--- config.mk ---
export PLATFORM = sky130hd
export DESIGN_NAME = prng_roll_ctrl
export DESIGN_NICKNAME = d
export VERILOG_FILES = /design/src/rtl/prng_pkg.sv /design/src/rtl/prng_roll_ctrl_btn_debounce.sv /design/src/rtl/prng_roll_ctrl.sv
export SDC_FILE = /design/constraint.sdc
export NUM_CORES = 1
export LEC_CHECK = 0
export ABC_AREA = 1
export CORE_ASPECT_RATIO = 1.4
export CORE_MARGIN = 5
export CORE_UTILIZATION = 45
export DETAILED_ROUTE_END_ITERATION = 10
export PLACE_DENSITY = 0.66
export SETUP_SLACK_MARGIN = 0.15
export SLEW_MARGIN = 20
export SYNTH_ARGS = -nofsm -noshare
export SYNTH_HDL_FRONTEND = slang
export SYNTH_SLANG_ARGS = --single-unit
--- constraint.sdc ---
create_clock -name CLK -period 2 [get_ports CLK]
set_input_delay 0.3 -clock CLK [delete_from_list [all_inputs] [get_ports CLK]]
set_output_delay 0.3 -clock CLK [all_outputs]
set_load 0.02 [all_outputs]
--- src/rtl/prng_pkg.sv ---
// Shared definitions for the dice-roll controller that consumes the PRNG byte stream.
package prng_pkg;

  localparam int RND_W = 8;

  typedef enum logic [1:0] {
    IDLE   = 2'd0,
    ROLL   = 2'd1,
    REDUCE = 2'd2,
    HOLD   = 2'd3
  } roll_state_t;

  function automatic logic is_busy(input roll_state_t s);
    return (s == ROLL) || (s == REDUCE);
  endfunction

endpackage

--- src/rtl/prng_roll_ctrl_btn_debounce.sv ---
// Push-button conditioning: two-flop synchronizer, stable-level debouncer and a
// single-cycle pulse on each accepted rising edge.
module btn_debounce #(
  parameter logic [15:0] DB_CYCLES = 16'd50000
) (
  input  logic CLK,
  input  logic rst,
  input  logic btn_raw,
  output logic btn_level,
  output logic press
);

  logic        sync1;
  logic        sync2;
  logic        level_d;
  logic [15:0] stable_cnt;

  always_ff @(posedge CLK or negedge rst) begin
    if (!rst) begin
      sync1 <= 1'b0;
      sync2 <= 1'b0;
    end else begin
      sync1 <= btn_raw;
      sync2 <= sync1;
    end
  end

  // Any cycle where the synchronized input agrees with the accepted level restarts the count.
  always_ff @(posedge CLK or negedge rst) begin
    if (!rst) begin
      btn_level  <= 1'b0;
      stable_cnt <= '0;
    end else if (sync2 == btn_level) begin
      stable_cnt <= '0;
    end else if (stable_cnt >= DB_CYCLES - 16'd1) begin
      btn_level  <= sync2;
      stable_cnt <= '0;
    end else begin
      stable_cnt <= stable_cnt + 16'd1;
    end
  end

  always_ff @(posedge CLK or negedge rst) begin
    if (!rst) begin
      level_d <= 1'b0;
    end else begin
      level_d <= btn_level;
    end
  end

  assign press = btn_level & ~level_d;

endmodule

--- src/rtl/prng_roll_ctrl.sv ---
// Dice-roll controller: animates the PRNG byte for a fixed number of samples on a
// button press, then reduces the last sample modulo a latched range and holds it.
module prng_roll_ctrl
  import prng_pkg::*;
#(
  parameter logic [15:0] DB_CYCLES    = 16'd50000,
  parameter logic [3:0]  ROLL_SAMPLES = 4'd8
) (
  input  logic             CLK,
  input  logic             rst,
  input  logic             en,
  input  logic [RND_W-1:0] rnd_data,
  input  logic             rnd_valid,
  input  logic             btn,
  input  logic [RND_W-1:0] range,
  output logic [RND_W-1:0] disp_val,
  output logic             disp_valid,
  output logic             rolling,
  output logic             busy
);

  localparam logic [3:0] ROLL_LAST = ROLL_SAMPLES - 4'd1;

  roll_state_t      state;
  roll_state_t      state_n;
  logic [3:0]       sample_cnt;
  logic [3:0]       sample_cnt_n;
  logic [RND_W-1:0] work;
  logic [RND_W-1:0] work_n;
  logic [RND_W-1:0] rng_q;
  logic [RND_W-1:0] rng_n;
  logic [RND_W-1:0] disp_n;
  logic             btn_level;
  logic             press;
  logic             press_ok;

  btn_debounce #(
    .DB_CYCLES (DB_CYCLES)
  ) u_debounce (
    .CLK       (CLK),
    .rst       (rst),
    .btn_raw   (btn),
    .btn_level (btn_level),
    .press     (press)
  );

  assign press_ok = press & btn_level;

  always_ff @(posedge CLK or negedge rst) begin
    if (!rst) begin
      state      <= IDLE;
      sample_cnt <= '0;
      work       <= '0;
      rng_q      <= '0;
      disp_val   <= '0;
    end else begin
      state      <= state_n;
      sample_cnt <= sample_cnt_n;
      work       <= work_n;
      rng_q      <= rng_n;
      disp_val   <= disp_n;
    end
  end

  // Enable overrides every state; REDUCE is only entered with a nonzero modulus so it always terminates.
  always_comb begin
    state_n      = state;
    sample_cnt_n = sample_cnt;
    work_n       = work;
    rng_n        = rng_q;
    disp_n       = disp_val;
    if (!en) begin
      state_n      = IDLE;
      sample_cnt_n = '0;
      disp_n       = '0;
    end else begin
      case (state)
        IDLE: begin
          disp_n = '0;
          if (press_ok) begin
            rng_n        = range;
            sample_cnt_n = '0;
            state_n      = ROLL;
          end
        end
        ROLL: begin
          if (rnd_valid) begin
            disp_n = rnd_data;
            if (sample_cnt == ROLL_LAST) begin
              work_n       = rnd_data;
              sample_cnt_n = '0;
              state_n      = (rng_q == '0) ? HOLD : REDUCE;
            end else begin
              sample_cnt_n = sample_cnt + 4'd1;
            end
          end
        end
        REDUCE: begin
          if (work >= rng_q) begin
            work_n = work - rng_q;
          end else begin
            disp_n  = work;
            state_n = HOLD;
          end
        end
        HOLD: begin
          if (press_ok) begin
            rng_n        = range;
            sample_cnt_n = '0;
            state_n      = ROLL;
          end
        end
        default: state_n = IDLE;
      endcase
    end
  end

  assign disp_valid = (state == HOLD);
  assign rolling    = (state == ROLL);
  assign busy       = is_busy(state);

endmodule

==> reports/results.txt, run 1 <==
Worst EP arrival = 2050 ps
CTS Root Buffer Type = clkbuf_8
Hold WS = 355 ps
Reg2Reg Launch Point = rng_q[0]$_DFFE_PN0P_
pwr/cell area = 981 mW/mm^2
num rows = 35
Crit. Startpoint = rng_q[0]$_DFFE_PN0P_
CP Capture Type = register
Initial DRT Pass Iterations = 4
# IOs = 32
number of cells after detailed placement = 515
DRT antenna net count = 0
Buffers on Ports = 31
synthesized flop and latch total = 50
Post-Route WL = 7010 um
outcome = completed
DRC = 0
final setup margin = 155 ps
Crit Reg-Reg Endpoint = work[1]$_DFFE_PN0P_
n_diodes = 0
initial core utilization = 0.456
syn_nets = 442
initial antenna violation count = 0
CP Launch Type = register
Chip Height = 106 um
DIE AREA = 0.00837 mm^2
gpl congestion = 0.925
non-filler cells, final = 529
Core ar. = 0.00653 mm^2
area grow syn2layout = 22.7%
max_cap viols = 0
via count = 2,688
H-tree levels = 2
Synth Area per Inst = 7.33 um^2
vias per std cell = 5.08
DP Wirelength = 5310 um
pin count of the biggest net entering global routing = 30
worst hold path class = register to register
WL/cell = 13.2 um
critical path data required time = 2200 ps
count of final setup violators = 0
worst vdd ir = 0.000467 V
cells after synthesis = 406
clk slew on worst S/H paths = 90 ps
Worst Reg-to-Reg Cells = 11
Worst Setup Path Type = register to register
Ys Warns = 0
Setup crit end = work[1]$_DFFE_PN0P_
Reg area = 0.00125 mm^2
Final Max Tran Viols = 0
fraction of layout cells with a size suffix above 1 = 0.119
# nets final = 490
first-pass GRT wire length = 11,500 um
Fillers = 602
Final Hold Vio Count = 0
total grt overflow = 0
post-synthesis sequential area ratio = 0.420
Final period util = 0.922
Cell Area, Synth = 0.00298 mm^2
Slew headroom = 0.651
Main synth FF type = dfrtp_1
CTS tree = built
Worst Tran Pin Value = 524 ps
clock buffer depth = 2
Pleak = 1.83 nW
Post-synth EDFFs = 0
Core Util, Final = 0.560
setup TNS = 0 ps
Overall Global Routing Usage = 0.176
area of the multi-input gates = 0.00158 mm^2
Netlist cell types = 30
asr flop ratio synth = 1.00
TritonCTS buffer count = 5
Die W = 78.8 um
DR iter-0 viols = 105
f_max = 542 MHz
CP Max Fanout = 6
Clock Sink Count = 50
clk_skew = 7.29 ps
clock latency at the later pin of the worst-skew pair = 300 ps
pre-CTS setup slack = 27.0 ps
RSZ-0062 raised after global routing = yes
FF-to-FF setup slack = 160 ps
Final Critical Period = 1840 ps
vias in the first global route = 2,554
-- kinds of logic (layout without fill, tap and decap cells) --
logic type / Yosys count / in the layout / synth area share
XOR/XNOR: 9 / 9 / 0.0265
multiplexers: 1 / 1 / 0.00378
buffers and inverters: 56 / 104 / 0.0773
AO/OA/AOI/OAI: 42 / 42 / 0.0790
AND/OR/NAND/NOR: 233 / 234 / 0.328
flip-flops: 50 / 50 / 0.420
adder cells (fa/ha/maj): 15 / 15 / 0.0655
-- power by group --
part	internal, W	switching, W	total (W)
Combinational	0.000608	0.000985	0.00159
Sequential	0.00116	0.000131	0.00129
Clock	0.000375	0.000327	0.000701
-- state kept, by name, summed over array words and instances (netlist names) --
name / cells
u_debounce.sync1: 1
u_debounce.sync2: 1
u_debounce.stable_cnt: 16
disp_val: 8
work: 8
u_debounce.level_d: 1
state: 2
rng_q: 8
sample_cnt: 4
u_debounce.btn_level: 1
-- Yosys cell counts (2+ instances only) --
cell type,instances,share of area
nand2_1,127,0.16
dfrtp_1,50,0.42
nor2_1,48,0.061
inv_1,46,0.058
nand3_1,33,0.055
a21oi_1,23,0.039
ha_1,14,0.059
o21ai_0,12,0.020
nor3_1,9,0.015
xor2_1,8,0.024
nand2_2,7,0.015
buf_2,4,0.0067
nand4_1,4,0.0084
inv_2,3,0.0038
buf_6,2,0.0076
o21ai_1,2,0.0034
-- cell usage in the layout, fill, tap and decap left out, types with 2 or more instances in the layout --
cell | synthesis | layout
a21oi_1 | 23 | 22
a21oi_2 | 1 | 2
buf_4 | 0 | 12
buf_6 | 2 | 2
clkbuf_1 | 1 | 2
clkbuf_8 | 0 | 5
clkdlybuf4s50_1 | 0 | 28
dfrtp_1 | 50 | 50
ha_1 | 14 | 13
inv_1 | 46 | 46
inv_2 | 3 | 2
nand2_1 | 127 | 121
nand2_2 | 7 | 10
nand2_4 | 0 | 3
nand3_1 | 33 | 32
nand3_2 | 1 | 2
nand4_1 | 4 | 4
nor2_1 | 48 | 47
nor3_1 | 9 | 9
o21ai_0 | 12 | 12
o21ai_1 | 2 | 2
xor2_1 | 8 | 8
-- worst max-delay path: stages (launching register included) --
cell and delay (ps):
dfrtp_1 420, ha_4 180, fa_2 410, nor2_4 100, nor2_1 40, nand2_1 70
nand2_2 80, nand3_2 90, nand2_4 100, buf_6 150, nand2_2 50, nand2_1 40
-- worst min-delay path by stage --
stage | startpoint | end | slack, ps | depth (start not counted)
4_1_cts | u_debounce.sync1$_DFF_PN0_ | u_debounce.sync2$_DFF_PN0_ | 360 | 0
3_3_place_gp | rst | u_debounce.stable_cnt[2]$_DFF_PN0_ | 310 | 1
6_report | u_debounce.sync1$_DFF_PN0_ | u_debounce.sync2$_DFF_PN0_ | 360 | 0
2_1_floorplan | rst | disp_val[0]$_DFFE_PN0P_ | 4 | 0
5_1_grt | u_debounce.sync1$_DFF_PN0_ | u_debounce.sync2$_DFF_PN0_ | 370 | 0
3_5_place_dp | rst | u_debounce.stable_cnt[1]$_DFF_PN0_ | 310 | 1
-- stage by stage --
step	power [W]	area, um^2
4_1_cts	0.00352	3580
3_3_place_gp	0.00278	3420
5_1_grt	0.00385	3650
6_report	0.00358	3650
3_5_place_dp	0.00280	3420
2_1_floorplan	0.00227	2980
-- repair_timing --
item | in CTS | in global routing
hold buffers | 1 | 0
pin swaps | 1 | 10
gates cloned | 1 | 0
hold endpoints to repair | 21 | 0
endpoints found under the setup margin | 20 | 21
resized for setup | 7 | 17
setup buffers | 2 | 2
-- cell type report --
type | count | share of cell area
inverters | 49 | 0.0510
clock buffers | 7 | 0.0209
clock inverters | 1 | 0.00822
multi-input cells | 301 | 0.431
repair buffers | 47 | 0.121
well taps | 74 | 0.0253
flip-flops and latches | 50 | 0.342
-- layer usage --
layer	global-route usage	up-vias	part of all wire
met1	0.200	1249	0.42
met5	0	-	0
met4	0.0663	0	0.019
met2	0.325	39	0.53
li1	-	1388	-
met3	0.0280	12	0.028
Note: power is estimated with default switching activity, not from simulation.
==> run 2: changes to the inputs <==
--- a/config.mk
+++ b/config.mk
@@ -12,7 +12,7 @@
 export DETAILED_ROUTE_END_ITERATION = 10
 export PLACE_DENSITY = 0.66
 export SETUP_SLACK_MARGIN = 0.15
-export SLEW_MARGIN = 20
+export SLEW_MARGIN = 30
 export SYNTH_ARGS = -nofsm -noshare
 export SYNTH_HDL_FRONTEND = slang
 export SYNTH_SLANG_ARGS = --single-unit
==> constraint.sdc (replaced) <==
create_clock -name CLK -period 2.19 [get_ports CLK]
set_input_delay 0.3285 -clock CLK [delete_from_list [all_inputs] [get_ports CLK]]
set_output_delay 0.3285 -clock CLK [all_outputs]
set_load 0.02 [all_outputs]
==> run 2 against run 1 <==
  * Final cell count is 1.7% lower
  * Clock skew is 3.3 ps higher
  * Critical path depth is 1 higher
  * Non-clock buffer count is 9 lower
  * Core utilization is 2.0 points lower
  * Count of clock-buffer cells in the layout is 1 lower
  * Global-route usage is 0.19 points lower
  * Die area stayed put
  * Design area is 3.6% lower
  * Power is 13% lower
  * Largest cell class unchanged
==> reports/results.txt, run 2 (same netlist as run 1, synthesis figures left out) <==
outcome = completed
Post-Route WL = 6860 um
Die W = 78.8 um
Overall Global Routing Usage = 0.174
Area after DPL = 0.00337 mm^2
Reg area = 0.00125 mm^2
vias per std cell = 5.06
Final period util = 0.880
design area = 0.00352 mm^2
num rows = 35
Fillers = 635
met1 WL = 2830 um
worst vdd ir = 0.000451 V
FF-to-FF setup slack = 260 ps
Core Util, Final = 0.540
setup TNS = 0 ps
Final Max Tran Viols = 0
Slew headroom = 0.579
WL/cell = 13.2 um
initial core utilization = 0.456
gpl congestion = 0.921
max_cap viols = 0
Setup crit end = disp_val[3]$_DFFE_PN0P_
Buffers on Ports = 31
pwr/cell area = 881 mW/mm^2
via count = 2,633
Top reg by flops = u_debounce.stable_cnt
RSZ-0062 raised after global routing = no
Worst Tran Pin Value = 632 ps
critical path data required time = 2430 ps
area grow syn2layout = 18.2%
total grt overflow = 0
f_max = 519 MHz
area of the multi-input gates = 0.00154 mm^2
DIE AREA = 0.00837 mm^2
CTS Root Buffer Type = clkbuf_8
n_diodes = 0
fraction of layout cells with a size suffix above 1 = 0.0852
DP Wirelength = 5290 um
Chip Height = 106 um
Hold WS = 124 ps
Power Total = 0.00310 W
initial antenna violation count = 0
Initial DRT Pass Iterations = 4
clock buffer depth = 2
Reg2Reg Launch Point = work[0]$_DFFE_PN0P_
max FFs per register = 16
Worst Setup Path Type = register to register
# nets final = 481
Core ar. = 0.00653 mm^2
CP Max Fanout = 8
most frequent cells in the layout = nand2_1 (126), dfrtp_1 (50), nor2_1 (48)
DRC = 0
CP Launch Type = register
Worst Reg-to-Reg Cells = 12
clk slew on worst S/H paths = 90 ps
Final Critical Period = 1930 ps
CTS tree = built
DR iter-0 viols = 93
hold-fix buffer count after cts = 0
wire length on met3 = 227 um
Worst EP arrival = 2170 ps
worst hold path class = input pin to async pin
first-pass GRT wire length = 11,600 um
Pleak = 1.78 nW
Crit Reg-Reg Endpoint = disp_val[3]$_DFFE_PN0P_
H-tree levels = 2
clock latency at the later pin of the worst-skew pair = 300 ps
Clock Sink Count = 50
vias in the first global route = 2,598
CP Capture Type = register
# IOs = 32
pin count of the biggest net entering global routing = 51
DRT antenna net count = 0
Final Hold Vio Count = 0
DR top layer = met4
Crit. Startpoint = work[0]$_DFFE_PN0P_
TritonCTS buffer count = 5
WL met2 = 3700 um
count of final setup violators = 0
clk_skew = 10.6 ps
commonest non-fill, non-tap cell in the layout = nand2_1
run 2: changes by cell type in the layout (fill, tap and decap cells not counted), sizes merged:
cell          before  now
clkinv             0    1
bufinv             1    0
clkbuf             8    6
dlygate4sd3        1    0
dlymetal6s2s       0    1
clkinvlp           0    1
buf               16    8
run 2: per-layer routing:
metal  vias up  track usage
li1       1362            -
met1      1221        0.195
met2        39        0.330
met3        11       0.0288
met4         0       0.0513
met5         -            0
run 2: report_power, final:
| group | internal (W) | switching (W) |
|---|---|---|
| registers | 0.00106 | 0.000119 |
| logic | 0.000501 | 0.000867 |
| clock network | 0.000254 | 0.000304 |
| total | 0.00181 | 0.00129 |
run 2: worst min-delay path by stage:
stage	slack, ps	endpoint	depth (start not counted)	from
final	120	disp_val[2]$_DFFE_PN0P_	2	rst
after global routing	180	disp_val[2]$_DFFE_PN0P_	2	rst
after CTS	150	disp_val[4]$_DFFE_PN0P_	2	rst
after detailed placement	340	u_debounce.sync2$_DFF_PN0_	0	u_debounce.sync1$_DFF_PN0_
after global placement	340	u_debounce.sync2$_DFF_PN0_	0	u_debounce.sync1$_DFF_PN0_
after floorplan	30	disp_val[0]$_DFFE_PN0P_	0	rst
run 2: what timing repair did:
| action | CTS | global route |
|---|---|---|
| resized for setup | 2 | 7 |
| gates cloned | 0 | 1 |
| setup buffers | 0 | 1 |
| endpoints found under the setup margin | 6 | 19 |
| pin swaps | 0 | 1 |
run 2: critical path, stage by stage, from the launching register on:
cell and delay [ps]:
dfrtp_1 370, inv_1 50, ha_1 220, fa_2 370, nor2_2 150, nor2_1 50
nand2_1 50, nand2_1 70, nand2_2 130, nand3_4 120, nand2_4 150, nand2_1 60
nand2_1 60
run 2: area by class of cell:
type | instances | share of cell area
Sequential cell | 50 | 0.355
Clock buffer | 6 | 0.0235
Clock inverter | 2 | 0.00355
Multi-Input combinational cell | 301 | 0.436
Timing Repair Buffer | 38 | 0.102
Inverter | 49 | 0.0529
Tap cell | 74 | 0.0263
run 2: per-stage QoR:
| step | setup WS, ps | instances |
|---|---|---|
| final | 262 | 520 |
| after global routing | 124 | 520 |
| after CTS | 156 | 518 |
| after detailed placement | 162 | 510 |
| after global placement | 231 | 510 |
| after floorplan | 421 | 406 |
